### config.mk
export PLATFORM = sky130hd
export DESIGN_NAME = fx_writeback_unit
export DESIGN_NICKNAME = d
export VERILOG_FILES = /design/src/rtl/fx_writeback_unit.sv
export SDC_FILE = /design/constraint.sdc
export NUM_CORES = 1
export LEC_CHECK = 0
export ABC_CLOCK_PERIOD_IN_PS = 3590
export CAP_MARGIN = 0
export CORE_ASPECT_RATIO = 1.4
export CORE_MARGIN = 1
export CORE_UTILIZATION = 55
export DETAILED_ROUTE_END_ITERATION = 8
export PLACE_DENSITY = 0.8
export SLEW_MARGIN = 40
export SYNTH_ARGS = -nofsm -noshare
export SYNTH_HDL_FRONTEND = slang
export SYNTH_SLANG_ARGS = --single-unit
### constraint.sdc
create_clock -name clock_i -period 3.59 [get_ports clock_i]
set_input_delay 0.5385 -clock clock_i [delete_from_list [all_inputs] [get_ports clock_i]]
set_output_delay 0.5385 -clock clock_i [all_outputs]
set_load 0.01 [all_outputs]
### src/rtl/fx_writeback_unit.sv
// FX result writeback: in-order result queue feeding the GPR write port,
// with CR0 generation from the head entry and architected XER SO/OV/CA tracking.
module fx_writeback_unit #(
    parameter int unsigned DEPTH      = 4,
    parameter int unsigned FXUnitCode = 0
) (
    input  logic        clock_i,
    input  logic        reset_i,
    input  logic        outputEnable_i,
    input  logic [1:0]  functionalUnitCode_i,
    input  logic        is64Bit_i,
    input  logic [5:0]  regWritebackAddress_i,
    input  logic [63:0] regWritebackVal_i,
    input  logic        conditionRegWriteEnable_i,
    input  logic        carry_i,
    input  logic        overflow_i,
    input  logic        gprWriteReady_i,
    output logic        gprWriteEnable_o,
    output logic [5:0]  gprWriteAddress_o,
    output logic [63:0] gprWriteData_o,
    output logic        crWriteEnable_o,
    output logic [3:0]  crField_o,
    output logic        xerSO_o,
    output logic        xerOV_o,
    output logic        xerCA_o,
    output logic        stall_o,
    output logic        dropError_o
);

    localparam int unsigned PTR_W  = $clog2(DEPTH);
    localparam int unsigned CNT_W  = $clog2(DEPTH + 1);
    localparam int unsigned ADDR_W = 6;
    localparam int unsigned DATA_W = 64;

    typedef struct packed {
        logic [ADDR_W-1:0] addr;
        logic [DATA_W-1:0] val;
        logic              is64;
        logic              cr_en;
        logic              carry;
        logic              overflow;
    } entry_t;

    entry_t            mem [DEPTH];
    entry_t            head;
    logic [PTR_W-1:0]  rd_ptr;
    logic [PTR_W-1:0]  wr_ptr;
    logic [CNT_W-1:0]  count;
    logic              empty;
    logic              full;
    logic              hit;
    logic              enq;
    logic              deq;
    logic              drop;
    logic              neg;
    logic              zero;
    logic              xer_so;
    logic              xer_ov;
    logic              xer_ca;
    logic              drop_q;

    // Queue control; a full queue still accepts when the head leaves this cycle
    always_comb begin
        empty = (count == '0);
        full  = (count == CNT_W'(DEPTH));
        head  = mem[rd_ptr];
        hit   = outputEnable_i && (functionalUnitCode_i == 2'(FXUnitCode));
        deq   = !empty && gprWriteReady_i;
        enq   = hit && (!full || deq);
        drop  = hit && full && !deq;
    end

    // CR0 sign/zero test on the full doubleword or the low word (bits 32:63)
    always_comb begin
        neg  = head.is64 ? head.val[63] : head.val[31];
        zero = head.is64 ? (head.val == '0) : (head.val[31:0] == 32'd0);
    end

    always_comb begin
        gprWriteEnable_o  = !empty;
        gprWriteAddress_o = empty ? '0 : head.addr;
        gprWriteData_o    = empty ? '0 : head.val;
        crWriteEnable_o   = !empty && head.cr_en;
        crField_o[3]      = !empty && neg;
        crField_o[2]      = !empty && !neg && !zero;
        crField_o[1]      = !empty && zero;
        crField_o[0]      = xer_so || (!empty && head.overflow);
        xerSO_o           = xer_so;
        xerOV_o           = xer_ov;
        xerCA_o           = xer_ca;
        stall_o           = (count >= CNT_W'(DEPTH - 1));
        dropError_o       = drop_q;
    end

    // Entry storage needs no reset: it is only observed through count
    always_ff @(posedge clock_i) begin
        if (enq) begin
            mem[wr_ptr] <= '{addr:     regWritebackAddress_i,
                             val:      regWritebackVal_i,
                             is64:     is64Bit_i,
                             cr_en:    conditionRegWriteEnable_i,
                             carry:    carry_i,
                             overflow: overflow_i};
        end
    end

    always_ff @(posedge clock_i or negedge reset_i) begin
        if (!reset_i) begin
            rd_ptr <= '0;
            wr_ptr <= '0;
            count  <= '0;
            xer_so <= 1'b0;
            xer_ov <= 1'b0;
            xer_ca <= 1'b0;
            drop_q <= 1'b0;
        end else begin
            drop_q <= drop;
            if (enq) begin
                wr_ptr <= PTR_W'(wr_ptr + PTR_W'(1));
            end
            if (deq) begin
                rd_ptr <= PTR_W'(rd_ptr + PTR_W'(1));
                xer_ca <= head.carry;
                xer_ov <= head.overflow;
                xer_so <= xer_so || head.overflow;
            end
            if (enq && !deq) begin
                count <= CNT_W'(count + CNT_W'(1));
            end else if (deq && !enq) begin
                count <= CNT_W'(count - CNT_W'(1));
            end
        end
    end

endmodule

==> metrics.md <==
| Metric | Value |
|---|---|
| CP Data Required Time | `3.05 ns` |
| H-tree depth | `1` |
| Total track usage | `0.236` |
| Syn-to-layout area delta | `28.8%` |
| Period utilisation layout | `0.980` |
| Initial antenna violation count | `1` |
| Antenna fix cells | `0` |
| CTS max path bufs | `3` |
| RSZ-0062 raised after global routing | `true` |
| Post-Synthesis Cells | `roughly 540` |
| Clock transition at the registers of the reported paths | `about 0.070 ns` |
| Slew Viols, Final | `0` |
| Synth top area cells | `edfxtp_1 75%, mux4_2 14%, and2_1 4.0%` |
| Cell Rows | `63` |
| Hold Vio Cnt, Final | `0` |
| Max_slew headroom | `0.543` |
| Starting Density | `0.561` |
| # IOs | `161` |
| Leakage Power | `roughly 5.0 nW` |
| Clock Skew | `0.00802 ns` |
| Antenna-violating nets left | `0` |
| Total congestion overflow | `0` |
| Port bufs | `160` |
| Setup WS post-layout | `0.0700 ns` |
| Startpoint Class | `flop` |
| Syn Area/Cell | `roughly 22 um2` |
| Fmax | `284 MHz` |
| Nets | `837` |
| CP endpoint kind | `primary output` |
| Worst hold slack | `0.368 ns` |
| Largest net degree at the start of global routing | `45` |
| Die area | `between 20000 and 25000 um2` |
| Final setup fails | `0` |
| DR iter-0 viols | `between 400 and 500` |
| Syn. warnings | `0` |
| Vias in the first global route | `around 6500` |
| Die Wd | `roughly 130 um` |
| CTS Buf Count | `26` |
| Cell variety after synth | `29` |
| Pwr/cell area | `777 nW/um2` |
| Clock sinks | `307` |
| Share of post-route cells with drive strength above 1 | `0.239` |
| Residual DRC | `0` |
| Most frequent cells in the layout | `296 x edfxtp_1, 157 x clkdlybuf4s50_1, 74 x mux4_2` |
| Worst-Skew Late Latency | `~0.53 ns` |
| Root buf cell | `clkbuf_16` |
| Minimum clock period after layout | `about 3.5 ns` |
| Post-Route Setup TNS | `0 ns` |
| Crit-path max FO | `8` |
| Hold_buf cts | `0` |
| Vias per cell | `roughly 6` |
| Gpl congestion | `roughly 0.75` |
| Die height | `176 um` |
| Leading area contributor after synthesis | `edfxtp_1` |
| Global-route wire length before repair | `around 38 mm` |
| Critical Path AT | `around 3.0 ns` |
| WL final | `between 20 and 30 mm` |
| Core ar. | `around 21000 um2` |
| Sequential fraction of the synthesis area | `0.773` |
| Drt first pass iters | `4` |
| Hold crit path type | `input pin to asynchronous set/reset pin` |
| Cells after DPL | `between 900 and 1000` |
| DP Wirelength | `around 15 mm` |
| Via count | `around 6100` |
| Synthesized area | `between 10000 and 15000 um2` |
| Worst Tran Pin Value | `0.685 ns` |
| Overall Power | `0.0119 W` |
| Kind of critical path | `flop to primary output` |
| Max-cap violations | `0` |
| Syn nets | `between 600 and 700` |
| Peak VDD IR | `~0.54 mV` |
| Post-DR wirelength/cell | `~25 um` |
| Post-place setup slack | `0.0520 ns` |
| Most common cell after layout, fill and taps aside | `edfxtp_1` |
| Fin cells | `approximately 1000` |
| Status | `completed` |
| FF+latch count, synth | `a little over 300` |
| Post-synth top area share | `0.750` |
| CTS tree | `built` |
what timing repair did:
item	in CTS	in global routing
buffers inserted	19	2
pin swaps	10	8
resized for setup	38	9
endpoints found under the setup margin	2	2
gates cloned	4	0
state kept, by name, indices dropped and copies added (netlist names):
signal	count
dropError_o	1
xerSO_o	1
rd_ptr	2
xerCA_o	1
wr_ptr	2
mem	296
count	3
xerOV_o	1
per-stage QoR:
step,area (um2),utilization
after floorplan,11800,-
final,15300,0.723
after global placement,14000,0.660
after CTS,15300,0.723
after detailed placement,14000,0.660
after global routing,15300,0.723
cell type report:
type / count / area, um2
flip-flops and latches: 307 / 9170
fillers: 1173 / 5860
multi-input cells: 207 / 2730
repair buffers: 205 / 2160
clock buffers: 32 / 694
well taps: 260 / 325
clock inverters: 14 / 168
inverters: 4 / 15.0
synthesized netlist by cell type, drive strengths merged:
library cell  instances
mux4                 74
mux2i                 1
and3                  2
nand4                 4
xnor2                 4
nor3                  1
mux2                  2
xor2                  2
buf                  14
inv                   4
fa                    1
nor2                  5
edfxtp              296
a21o                  2
nand2b                1
a21oi                 1
nand2                 6
o21ai                 2
and2                 75
ha                    5
clkbuf               11
nor4                 16
nor4b                 1
dfrtp                11
nand3                 2
routing by layer:
| metal | track usage | wire length, um | up-vias |
|---|---|---|---|
| met5 | 0 | 17 | - |
| met4 | 0.0818 | 774 | 2 |
| met3 | 0.0359 | 1370 | 58 |
| met2 | 0.420 | 13900 | 244 |
| met1 | 0.294 | 9530 | 3158 |
| li1 | - | - | 2630 |
worst paths after layout:
path                       startpoint  slack [ns]  cells past startpoint            to
min                           reset_i        0.37                      1   dropError_o
max                         rd_ptr[0]        0.07                      8  crField_o[1]
max reg2reg                  count[1]        1.02                      9      count[2]
min reg2reg                   xerOV_o        0.51                      2       xerOV_o
max in group asynchronous     reset_i        2.81                      1     rd_ptr[1]
min in group clock_i          xerOV_o        0.51                      2       xerOV_o
power breakdown:
part	total [W]	internal [W]	switching (W)
logic	0.00470	0.00261	0.00209
registers	0.00431	0.00418	0.000132
clock network	0.00284	0.00166	0.00118
worst max-delay path, stage by stage, from the launching register on:
cell     delay (ns)
dfrtp_4        0.57
buf_16         0.18
mux4_2         0.57
nor4_4         0.36
buf_4          0.16
nand4_1        0.13
o21ai_2        0.19
and3_1         0.16
buf_2          0.12
cells by family after synthesis:
kind of cell | synth area share
AO/OA/AOI/OAI | 0.00253
XOR/XNOR | 0.00444
buffers and inverters | 0.0119
flip-flops | 0.773
adder cells (fa/ha/maj) | 0.00697
multiplexers | 0.143
AND/OR/NAND/NOR | 0.0572
Power figures use the tool's default switching activity.
